`src/rtl/par_tdm_buffer.sv`:
```
// par_tdm_buffer: one FIFO per security partition, drained onto a single
// shared output by a fixed round-robin time-division schedule. The slot
// counter free-runs, so output timing for one channel never depends on the
// occupancy or traffic of any other channel.
module par_tdm_buffer #(
  parameter int NCH   = 4,
  parameter int DEPTH = 4,
  parameter int WIDTH = 8,
  parameter int CW    = $clog2(NCH),
  parameter int AW    = $clog2(DEPTH)
) (
  input  logic                    clk,
  input  logic                    reset,
  input  logic [NCH-1:0]          in_valid,
  output logic [NCH-1:0]          in_ready,
  input  logic [NCH*WIDTH-1:0]    in_data,
  input  logic [NCH-1:0]          out_ready,
  output logic                    out_valid,
  output logic [CW-1:0]           out_chan,
  output logic [WIDTH-1:0]        out_data,
  output logic [NCH*(AW+1)-1:0]   occ
);

  localparam logic [AW:0]   OCC_FULL  = (AW+1)'(DEPTH);
  localparam logic [CW-1:0] LAST_SLOT = CW'(NCH - 1);

  // Per-channel storage; channel i's entries, pointers and count are only
  // ever written from channel i's own inputs.
  logic [WIDTH-1:0] r_mem   [NCH][DEPTH];
  logic [AW-1:0]    r_wrPtr [NCH];
  logic [AW-1:0]    r_rdPtr [NCH];
  logic [AW:0]      r_occ   [NCH];
  logic [CW-1:0]    r_slot;

  logic [NCH-1:0]   w_push;
  logic [NCH-1:0]   w_pop;
  logic [NCH-1:0]   w_notFull;
  logic [WIDTH-1:0] w_headData;
  logic             w_popNow;

  // Per-channel handshake decode: not-full depends only on that channel's
  // count, and a pop is only possible in that channel's own slot.
  always_comb begin
    w_push    = '0;
    w_pop     = '0;
    w_notFull = '0;
    for (int i = 0; i < NCH; i++) begin
      w_notFull[i] = (r_occ[i] != OCC_FULL);
      w_push[i]    = in_valid[i] && w_notFull[i];
      w_pop[i]     = (r_slot == CW'(i)) && (r_occ[i] != '0) && out_ready[i];
    end
  end

  // Head of the channel owning the current slot, plus whether it pops now.
  always_comb begin
    w_headData = r_mem[r_slot][r_rdPtr[r_slot]];
    w_popNow   = w_pop[r_slot];
  end

  // Flatten per-channel counts onto the occupancy port.
  always_comb begin
    occ = '0;
    for (int i = 0; i < NCH; i++) begin
      occ[i*(AW+1) +: (AW+1)] = r_occ[i];
    end
  end

  assign in_ready = w_notFull;

  // Free-running slot counter, independent of every data-path signal.
  always_ff @(posedge clk) begin
    if (reset) begin
      r_slot <= '0;
    end else if (r_slot == LAST_SLOT) begin
      r_slot <= '0;
    end else begin
      r_slot <= r_slot + CW'(1);
    end
  end

  // Channel FIFO state: pointers wrap at DEPTH, count tracks push minus pop
  // so simultaneous push and pop leaves the count unchanged.
  always_ff @(posedge clk) begin
    if (reset) begin
      for (int i = 0; i < NCH; i++) begin
        r_wrPtr[i] <= '0;
        r_rdPtr[i] <= '0;
        r_occ[i]   <= '0;
      end
    end else begin
      for (int i = 0; i < NCH; i++) begin
        if (w_push[i]) begin
          r_wrPtr[i] <= r_wrPtr[i] + AW'(1);
        end
        if (w_pop[i]) begin
          r_rdPtr[i] <= r_rdPtr[i] + AW'(1);
        end
        r_occ[i] <= r_occ[i] + (AW+1)'(w_push[i]) - (AW+1)'(w_pop[i]);
      end
    end
  end

  // Entry storage is not reset; discarded entries become unreachable once
  // the pointers and counts are cleared.
  always_ff @(posedge clk) begin
    for (int i = 0; i < NCH; i++) begin
      if (!reset && w_push[i]) begin
        r_mem[i][r_wrPtr[i]] <= in_data[i*WIDTH +: WIDTH];
      end
    end
  end

  // Registered output: the current slot index is always presented, and the
  // data is zeroed on idle slots so no partition's stale word lingers.
  always_ff @(posedge clk) begin
    if (reset) begin
      out_valid <= 1'b0;
      out_chan  <= '0;
      out_data  <= '0;
    end else begin
      out_chan <= r_slot;
      if (w_popNow) begin
        out_valid <= 1'b1;
        out_data  <= w_headData;
      end else begin
        out_valid <= 1'b0;
        out_data  <= '0;
      end
    end
  end

endmodule
```
`config.mk`:
```
export PLATFORM = sky130hd
export DESIGN_NAME = par_tdm_buffer
export DESIGN_NICKNAME = d
export VERILOG_FILES = /design/src/rtl/par_tdm_buffer.sv
export SDC_FILE = /design/constraint.sdc
export NUM_CORES = 1
export LEC_CHECK = 0
export ABC_AREA = 0
export CELL_PAD_IN_SITES_DETAIL_PLACEMENT = 1
export CELL_PAD_IN_SITES_GLOBAL_PLACEMENT = 1
export CORE_MARGIN = 2
export CORE_UTILIZATION = 39
export DETAILED_ROUTE_END_ITERATION = 6
export DONT_BUFFER_PORTS = 1
export PLACE_DENSITY_LB_ADDON = 0.1
export SETUP_SLACK_MARGIN = 0.05
export SYNTH_ARGS = -nofsm -noshare
export SYNTH_HDL_FRONTEND = slang
export SYNTH_SLANG_ARGS = --single-unit
```
`constraint.sdc`:
```
create_clock -name clk -period 2.56 [get_ports clk]
set_input_delay 0.128 -clock clk [delete_from_list [all_inputs] [get_ports clk]]
set_output_delay 0.128 -clock clk [all_outputs]
set_load 0.005 [all_outputs]
```
==> results.md, run 1 <==
Synth:
- The count of unique library cells instantiated by Yosys is 30.
- In this run, synthesis inferred 144 flip-flops with an integrated enable.
- In the synthesized netlist, the cells that appear most often are sky130_fd_sc_hd__edfxtp_1, sky130_fd_sc_hd__mux4_2, sky130_fd_sc_hd__dfxtp_1, sky130_fd_sc_hd__ha_1, sky130_fd_sc_hd__inv_1.
- Of all flip-flops after synthesis, the portion carrying an async set or reset was 0%.
- The count of warnings emitted by yosys is 0.
- By area, the combinational part of the netlist is dominated by multiplexers.
- The total standard cell area after synthesis is between 0.007 and 0.008 sq mm.
- Synthesis handed over a netlist of 398 instances.
- The flip-flop and latch count after synthesis is 169.
- The number of nets in the synthesized netlist is 469.
- The fraction of synthesized cell area taken by the top area cell type is 60.7%.
- The per-instance average area after synthesis is 17.9 sq um.
- The portion of synthesized area spent on multiplexers is between 10% and 20%.
- Ranked by total cell area, the synthesized netlist is headed by sky130_fd_sc_hd__edfxtp_1, sky130_fd_sc_hd__mux4_2, sky130_fd_sc_hd__dfxtp_1.
- The most used flip-flop cell after synthesis is sky130_fd_sc_hd__edfxtp_1.
- By instance count, the leading cell after synthesis is sky130_fd_sc_hd__edfxtp_1.
- Of the total synthesized cell area, the portion taken by AND, OR, NAND and NOR gates is 6.64%.
- The register area share after synthesis is ~68%.
- The synthesized netlist devotes 3.51% of its cell area to compound gates.
- The adder-cell area share of the yosys netlist is 5.51%.
- The cell accounting for the most synthesized area is sky130_fd_sc_hd__edfxtp_1.
- The synthesized-area fraction occupied by xor and xnor cells is around 1.5%.

Final layout:
- The finished cells cover 0.00836 sq mm.
- The fraction of layout instances using a drive strength above 1 is 21.0%.
- The filler cell count in the final layout is between 1500 and 2000.
- The multi-input combinational cells in the finished layout cover a total of 0.00211 sq mm.
- Summing all flip-flop and latch instances after layout gives approximately 0.0048 sq mm.
- In the final design database the tool counted 521 nets.
- From synthesis to final layout, the design area changed by 17.3%.

Drt:
- The via count is 3551.
- The highest routing layer actually used is met4.
- The first detailed-routing pass took 4 iterations.
- The wire length on met2 is about 7900 um.
- In the final routing, the length of wire on met1 measures 6890 um.
- The DRC violations left is 0.
- The detailed router's first-iteration violation count is 203.
- The number of vias per cell after detailed routing is 5.12.
- The wire length on met3 is 687 um.
- The detail-routed net length per standard cell is 22.7 um.
- In this run the remaining antenna-violating nets after routing total 0.
- The post-detailed-routing wire length is 15700 um.

Flow run:
- The total of max-cap violations is 0.

Floorplan:
- The count of standard-cell rows is 49.
- The starting density of the core is 39.7%.
- 69 I/O pins were placed.
- The die extent in y is between 100 and 150 um.
- The core region is between 0.015 and 0.02 sq mm.
- The die covers 0.0194 sq mm.
- The die boundary width is around 140 um.

Timing:
- The post-route setup TNS is 0 ns.
- The clock arrives with ~0.0081 ns of skew.
- Setup violations remaining at the end of the flow were counted as 0.
- The share of the clock period used by the worst path is 90.5%.
- The minimum clock period after layout is between 2 and 2.5 ns.
- The max-slew violation count came to 0.
- The relative slew slack is 51.5%.
- For the pin with the worst max-slew slack, the measured transition is 0.727 ns.
- The achievable clock frequency is 0.432 GHz.
- Setup repair after global routing left no endpoint under its margin.
- The tightest hold path in the finished design has a slack of roughly 0.024 ns.
- The count of final hold-check violations came to 0.

CTS:
- The CTS root buffer is sky130_fd_sc_hd__clkbuf_16.
- The clock tree from TritonCTS is built.
- After clock tree synthesis, the clock-pin slew on the worst setup and hold paths is 0.06 ns.
- The number of H-tree levels is 4.
- The number of post-CTS setup repair buffers is 0.
- The maximum number of buffers from clock root to sink is 2.
- For the worst-skew pair, the clock arrives at the later sink with an insertion delay of 0.43 ns.
- In this run, CTS created clock tree buffers numbering 17.
- Counting every sink on the clock net gives around 170.

Worst hold path:
- The worst hold path belongs to the class in -> reg.
- The worst hold path begins at in_valid[0].
- The worst hold path passes through 2 cells.
- For hold timing, the worst endpoint is r_wrPtr[0][0].

Worst setup path:
- Traced cell by cell, the critical path runs through inv_1 -> ha_1 -> o311ai_1 -> nor2_1 -> a21o_1 -> ha_1 -> inv_1 -> fa_1 -> xor2_1 -> xnor2_1 -> nor2_1.
- The endpoint type of the worst setup path is a flip-flop.
- The slowest stage of the critical path belongs to the cell sky130_fd_sc_hd__dfxtp_1.
- Along the worst path, the maximum fanout reaches 6.
- The required time at the worst-slack endpoint is 2.88 ns.
- The maximum single-stage delay on the critical path is 0.39 ns.
- For flop-to-flop paths, the worst setup slack is ~0.24 ns.
- The endpoint of the lowest-slack register-to-register path is r_occ[1][2].
- The worst setup path is launched from a flip-flop.
- STA puts the critical path data arrival time at approximately 2.6 ns.
- The cell count of the worst reg-to-reg path is 11.
- The startpoint identified for the worst register-to-register timing path is r_slot[1].
- The worst setup path is of the reg -> reg kind.

Global route:
- Entering global routing, the biggest net connects 37 pins.
- The first-pass GRT wire length is about 24000 um.
- The global-route usage over all layers is 17.3%.
- The number of antenna violations at the first check in global routing is 2.
- The overflow left after global routing is 0.
- The via count of the first global-routing pass was 3861.

Place:
- Summing all placed instances gives a cell area of 0.00742 sq mm.
- During placement, the flow inserted port buffers numbering 0.
- The final weighted congestion in routability-driven placement is 0.726.
- The HPWL after detailed placement is 9780 um.

Power and ir drop:
- In this run the power density over the cells is around 850 mW/mm^2.
- Summed over all cells, the static leakage comes to 2.91 nW.
- The worst-case IR drop observed on VDD is 0.506 mV.
- The total design power is 7.10 mW.

Status:
- The run finished with clean final reports.
==> critical path, delay by kind of cell (launching register included) <==
family | cells | cell delay (ns)
AO/OA/AOI/OAI | 2 | 0.33
AND/OR/NAND/NOR | 2 | 0.30
flip-flops | 1 | 0.39
adder cells (fa/ha/maj) | 3 | 0.72
buffers and inverters | 2 | 0.18
XOR/XNOR | 2 | 0.30
==> report_power, final <==
group          total [mW]  switching, mW  internal (mW)
Clock                2.56           1.04           1.53
Sequential           3.42          0.179           3.24
Combinational        1.12          0.601          0.518
Total                7.10           1.82           5.28
==> final cells by class <==
type / instances / area share, %
multi-input combinational: 191 / 25.3
timing repair buffer: 49 / 5.69
tap: 229 / 3.43
clock inverter: 10 / 1.56
clock buffer: 22 / 5.31
antenna: 2 / 0.0599
sequential: 169 / 57.7
inverter: 22 / 0.988
==> metal layers <==
layer,global-route usage (%),vias to the layer above
met5,0,-
met4,6.11,0
met3,4.94,18
met2,28.3,89
met1,22.2,1817
li1,-,1627
==> stage by stage <==
step	util [%]	setup WS [ns]	instances
3_5_place_dp	41.3	0.235	626
2_1_floorplan	-	0.0599	398
3_3_place_gp	41.3	0.292	626
4_1_cts	46.5	0.213	692
6_report	46.5	0.244	694
5_1_grt	46.5	0.0708	693
==> sequential cells by signal, indices dropped and copies added, names as in the netlist <==
name,cells
r_rdPtr,8
r_slot,2
r_occ,12
out_valid,1
r_wrPtr,8
out_data,8
out_chan,2
r_mem,128
==> worst max path at each step <==
stage	end	slack, ns	from
floorplan	r_occ[1][2]	0.06	r_slot[1]
global placement	r_occ[1][2]	0.29	r_slot[1]
detailed placement	r_occ[1][2]	0.23	r_slot[1]
CTS	r_occ[1][2]	0.21	r_slot[1]
global route	r_occ[1][2]	0.07	r_slot[1]
finish	r_occ[1][2]	0.24	r_slot[1]
==> logic make-up (layout without fill, tap and decap cells) <==
logic type	Yosys count	count (layout)
muxes	43	43
and+or+nand+nor	85	85
AOI/OAI and AO/OA	22	22
adders and majority gates	29	29
buffers and inverters	38	103
DFF	169	169
other	0	2
xor gates and xnor gates	12	12
==> timing repair <==
| action | in CTS | in global routing |
|---|---|---|
| setup endpoints to repair | 0 | 1 |
| resized for setup | 0 | 1 |
| endpoints found under the hold margin | 172 | 0 |
| hold buffers | 34 | 0 |
==> placed cells by master (no fill, tap or decap), drive strengths merged, types with 3 or more instances in the layout <==
cell type / count
clkinv: 6
clkbuf: 22
mux2i: 8
mux4: 35
or3b: 4
nor3: 13
nand2b: 8
xor2: 3
bufinv: 3
buf: 16
xnor2: 9
dfxtp: 25
o311ai: 4
inv: 22
edfxtp: 144
ha: 25
nor2b: 8
a211oi: 16
nand2: 9
fa: 4
nor2: 15
and2: 20
and2b: 5
dlygate4sd3: 33
Note: power is estimated with default switching activity, not from simulation.
==> run 2: changes to the inputs <==
--- a/config.mk
+++ b/config.mk
@@ -10,6 +10,7 @@
 export CELL_PAD_IN_SITES_GLOBAL_PLACEMENT = 1
 export CORE_MARGIN = 2
 export CORE_UTILIZATION = 39
+export CTS_BUF_LIST = sky130_fd_sc_hd__clkbuf_4
 export DETAILED_ROUTE_END_ITERATION = 6
 export DONT_BUFFER_PORTS = 1
 export PLACE_DENSITY_LB_ADDON = 0.1
==> results.md, run 2 (same netlist as run 1, synthesis figures left out) <==
CTS:
- The tree is rooted in a sky130_fd_sc_hd__clkbuf_4.
- The maximum number of buffers from clock root to sink is 2 (unchanged).
- The TritonCTS sink count came to 169 (unchanged).
- The worst-skew pair later-pin latency came to 0.57 ns (+0.14 ns).
- The number of H-tree levels is 4 (unchanged).
- The clock transition at the register clock pins on the worst setup and hold paths after CTS is 0.14 ns (+0.08 ns).
- The clock tree from TritonCTS is built.
- The number of buffers added by the clock tree synthesis step is 17 (unchanged).

Floorplan:
- The I/O pin count was 69 (unchanged).
- The die boundary width is 139 um (unchanged).
- The die extent in y came to 139 um (unchanged).
- The starting density of the core is 39.7% (unchanged).
- The count of standard-cell rows is 49 (unchanged).
- The area of the placeable core is 0.0180 sq mm (unchanged).
- The area enclosed by the die boundary is 0.0194 sq mm (unchanged).

Worst setup path:
- The kind of cell with the highest combined delay along the critical path is buffers and inverters.
- The endpoint type of the worst setup path is a flip-flop.
- By startpoint and endpoint, the worst setup path is classified as reg -> reg.
- The required time at the worst-slack endpoint was 3.03 ns (+0.15 ns).
- The highest-delay cell along the critical path is sky130_fd_sc_hd__dlygate4sd3_1.
- The kind of start point of the critical path is a flip-flop.
- The signal on the critical path passes through inv_1 -> ha_1 -> o311ai_2 -> nor2_1 -> a21o_1 -> ha_1 -> dlygate4sd3_1 -> nor2b_1.
- The worst register-to-register path begins at r_slot[1].
- The library cell appearing most often on the critical path is sky130_fd_sc_hd__ha_1.
- The maximum single-stage delay on the critical path is 0.55 ns (+0.16 ns).
- The start point of the critical path is r_slot[1].
- The data arrival time at the worst-slack endpoint was 2.81 ns (+0.18 ns).
- The maximum fanout encountered on the critical timing path was 6 (unchanged).
- The number of buffers and inverters on the critical path is 2 (unchanged).

Global route:
- The pin count of the biggest net entering global routing came to 42 (+14%).
- The number of antenna violations at the first check in global routing came to 3 (+1).
- The first-pass GRT wire length is 23600 um (-1.5%).
- The overflow left after global routing is 0 (unchanged).
- The via count of the first global-routing pass is 3882 (+0.54%).
- The global-route usage over all layers is 17.0% (-0.26 points).

Power and ir drop:
- The net switching share of the total power is 27.5% (+1.9 points).
- The total internal power is 4.50 mW (-15%).
- The share of total power in sequential cells is 55.1% (+6.9 points).
- The clock network power share was 26.4% (-9.7 points).
- The leakage power came to 2.83 nW (-2.7%).
- The ratio of total power to cell area is 758 mW/mm^2 (-11%).
- The switching power is 1.71 mW (-6.1%).
- The combinational cell fraction of total power was 18.5% (+2.7 points).
- The worst supply voltage drop on vdd is 0.393 mV (-22%).

Place:
- The port buffer count was 0 (unchanged).
- The pre-CTS worst setup slack came to 0.235 ns (unchanged).
- The HPWL after detailed placement is 9780 um (unchanged).
- The final weighted congestion in routability-driven placement was 0.726 (unchanged).

Final layout:
- The filler cell count in the final layout is 1740 (+1.7%).
- The fraction of layout instances using a drive strength above 1 is 21.8% (+0.87 points).
- The number of nets at the end of the flow is 530 (+1.7%).
- The leading cell type in the layout, fill and taps excluded is sky130_fd_sc_hd__edfxtp_1.
- The fraction of the core area covered by cells at the end of the flow is 45.6% (-1.0 points).
- The area growth from synthesis to layout is 14.8%.
- In the layout the commonest cells are sky130_fd_sc_hd__edfxtp_1, sky130_fd_sc_hd__dlygate4sd3_1, sky130_fd_sc_hd__mux4_2, sky130_fd_sc_hd__ha_1, sky130_fd_sc_hd__dfxtp_1.
- The flip-flop count of the largest register after layout is 128 (unchanged).

Flow run:
- The total of max-cap violations was 0 (unchanged).

Timing:
- The achievable clock frequency is 0.426 GHz (-1.3%).
- The minimum clock period after layout is 2.35 ns (+0.0299 ns).
- Setup repair after global routing could not meet its margin everywhere.
- The max-slew violation count is 0 (unchanged).
- The pin slew with the least headroom to its limit is 0.735 ns (+0.00804 ns).
- The share of the clock period used by the worst path is 91.6% (+1.2 points).
- The relative slew slack came to 51.0% (-0.54 points).
- The count of final hold-check violations is 0 (unchanged).
- The final setup skew is 0.0203 ns (+0.0122 ns).
- The total setup violations reported at the end of the flow is 0 (unchanged).
- The final hold slack was 0.275 ns (+0.252 ns).
- The post-route setup TNS is 0 ns (unchanged).
- The smallest setup slack after layout is 0.214 ns (-0.0299 ns).

Drt:
- The detail-routed net length per standard cell is 22.2 um (-1.9%).
- The DRC violations left is 0 (unchanged).
- The number of detailed-route iterations in the first pass came to 5 (+1).
- The via count is 3573 (+0.62%).
- The post-detailed-routing wire length is 15700 um (-0.50%).
- The number of nets with antenna violations after routing is 0 (unchanged).
- The detailed router's first-iteration violation count is 249 (+23%).
- The number of vias per cell after detailed routing is 5.08 (-0.81%).

Worst hold path:
- The startpoint identified for the worst hold timing path is in_data[18].
- The tightest min-delay check is of the in -> reg type.

Status:
- The flow ran to the end, and the final reports show no timing, DRC or antenna violations.
[run 2: changes by cell type in the layout (fill, tap and decap cells not counted)]
cell                            previous run  this run
sky130_fd_sc_hd__clkbuf_4                  0        22
sky130_fd_sc_hd__clkbuf_16                17         0
sky130_fd_sc_hd__dlygate4sd3_1            33        42
sky130_fd_sc_hd__clkbuf_1                  5         0
sky130_fd_sc_hd__diode_2                   2         3
sky130_fd_sc_hd__o311ai_1                  3         2
sky130_fd_sc_hd__o311ai_2                  1         2
[run 2: power groups by stage]
stage / sequential (mW) / clock, mW / combinational, mW
2_1_floorplan: 3.42 / 0 / 0.863
3_3_place_gp: 3.47 / 0 / 1.04
3_5_place_dp: 3.48 / 0 / 1.06
4_1_cts: 3.42 / 1.68 / 1.17
5_1_grt: 3.46 / 1.78 / 1.29
6_report: 3.42 / 1.64 / 1.15
[run 2: what timing repair did]
item | CTS | global route
setup endpoints to repair | 0 | 2
resized for setup | 0 | 2
buffers inserted | 0 | 0
endpoints found under the hold margin | 177 | 0
hold buffers | 43 | 0
[run 2: per-layer routing]
metal,vias to the layer above,global-route usage (%),share of wire [%]
met5,-,0,0
met4,0,5.90,1.8
met3,15,5.11,4.1
met2,82,27.6,50
met1,1831,21.9,44
li1,1645,-,-
[run 2: path summary, 6_finish.rpt]
check                 to  slack (ns)  cells after the start
max          r_occ[1][0]        0.21                      8
min          r_mem[2][2]        0.28                      1
max reg2reg  r_occ[1][0]        0.21                      8
min reg2reg    r_slot[0]        0.52                      1
[run 2: worst register-to-register path: stages (launching register included)]
cell and delay [ns]:
sky130_fd_sc_hd__dfxtp_1 0.49, sky130_fd_sc_hd__inv_1 0.13, sky130_fd_sc_hd__ha_1 0.24, sky130_fd_sc_hd__o311ai_2 0.14, sky130_fd_sc_hd__nor2_1 0.15, sky130_fd_sc_hd__a21o_1 0.18, sky130_fd_sc_hd__ha_1 0.26, sky130_fd_sc_hd__dlygate4sd3_1 0.55
sky130_fd_sc_hd__nor2b_1 0.12
[run 2: final cells by class]
cell class,count,area [sq um],share of cell area (%)
flip-flops and latches,169,4830,59.0
multi-input cells,191,2120,25.9
repair buffers,58,566,6.91
well taps,229,287,3.50
clock buffers,22,165,2.02
clock inverters,10,130,1.59
inverters,22,82.6,1.01
diodes,3,7.51,0.0917
[run 2: through the flow]
step	instances	area [sq um]	total power, mW
5_1_grt	703	8180	6.53
3_3_place_gp	626	7420	4.51
3_5_place_dp	626	7420	4.54
4_1_cts	701	8160	6.26
2_1_floorplan	398	7130	4.28
6_report	704	8180	6.20
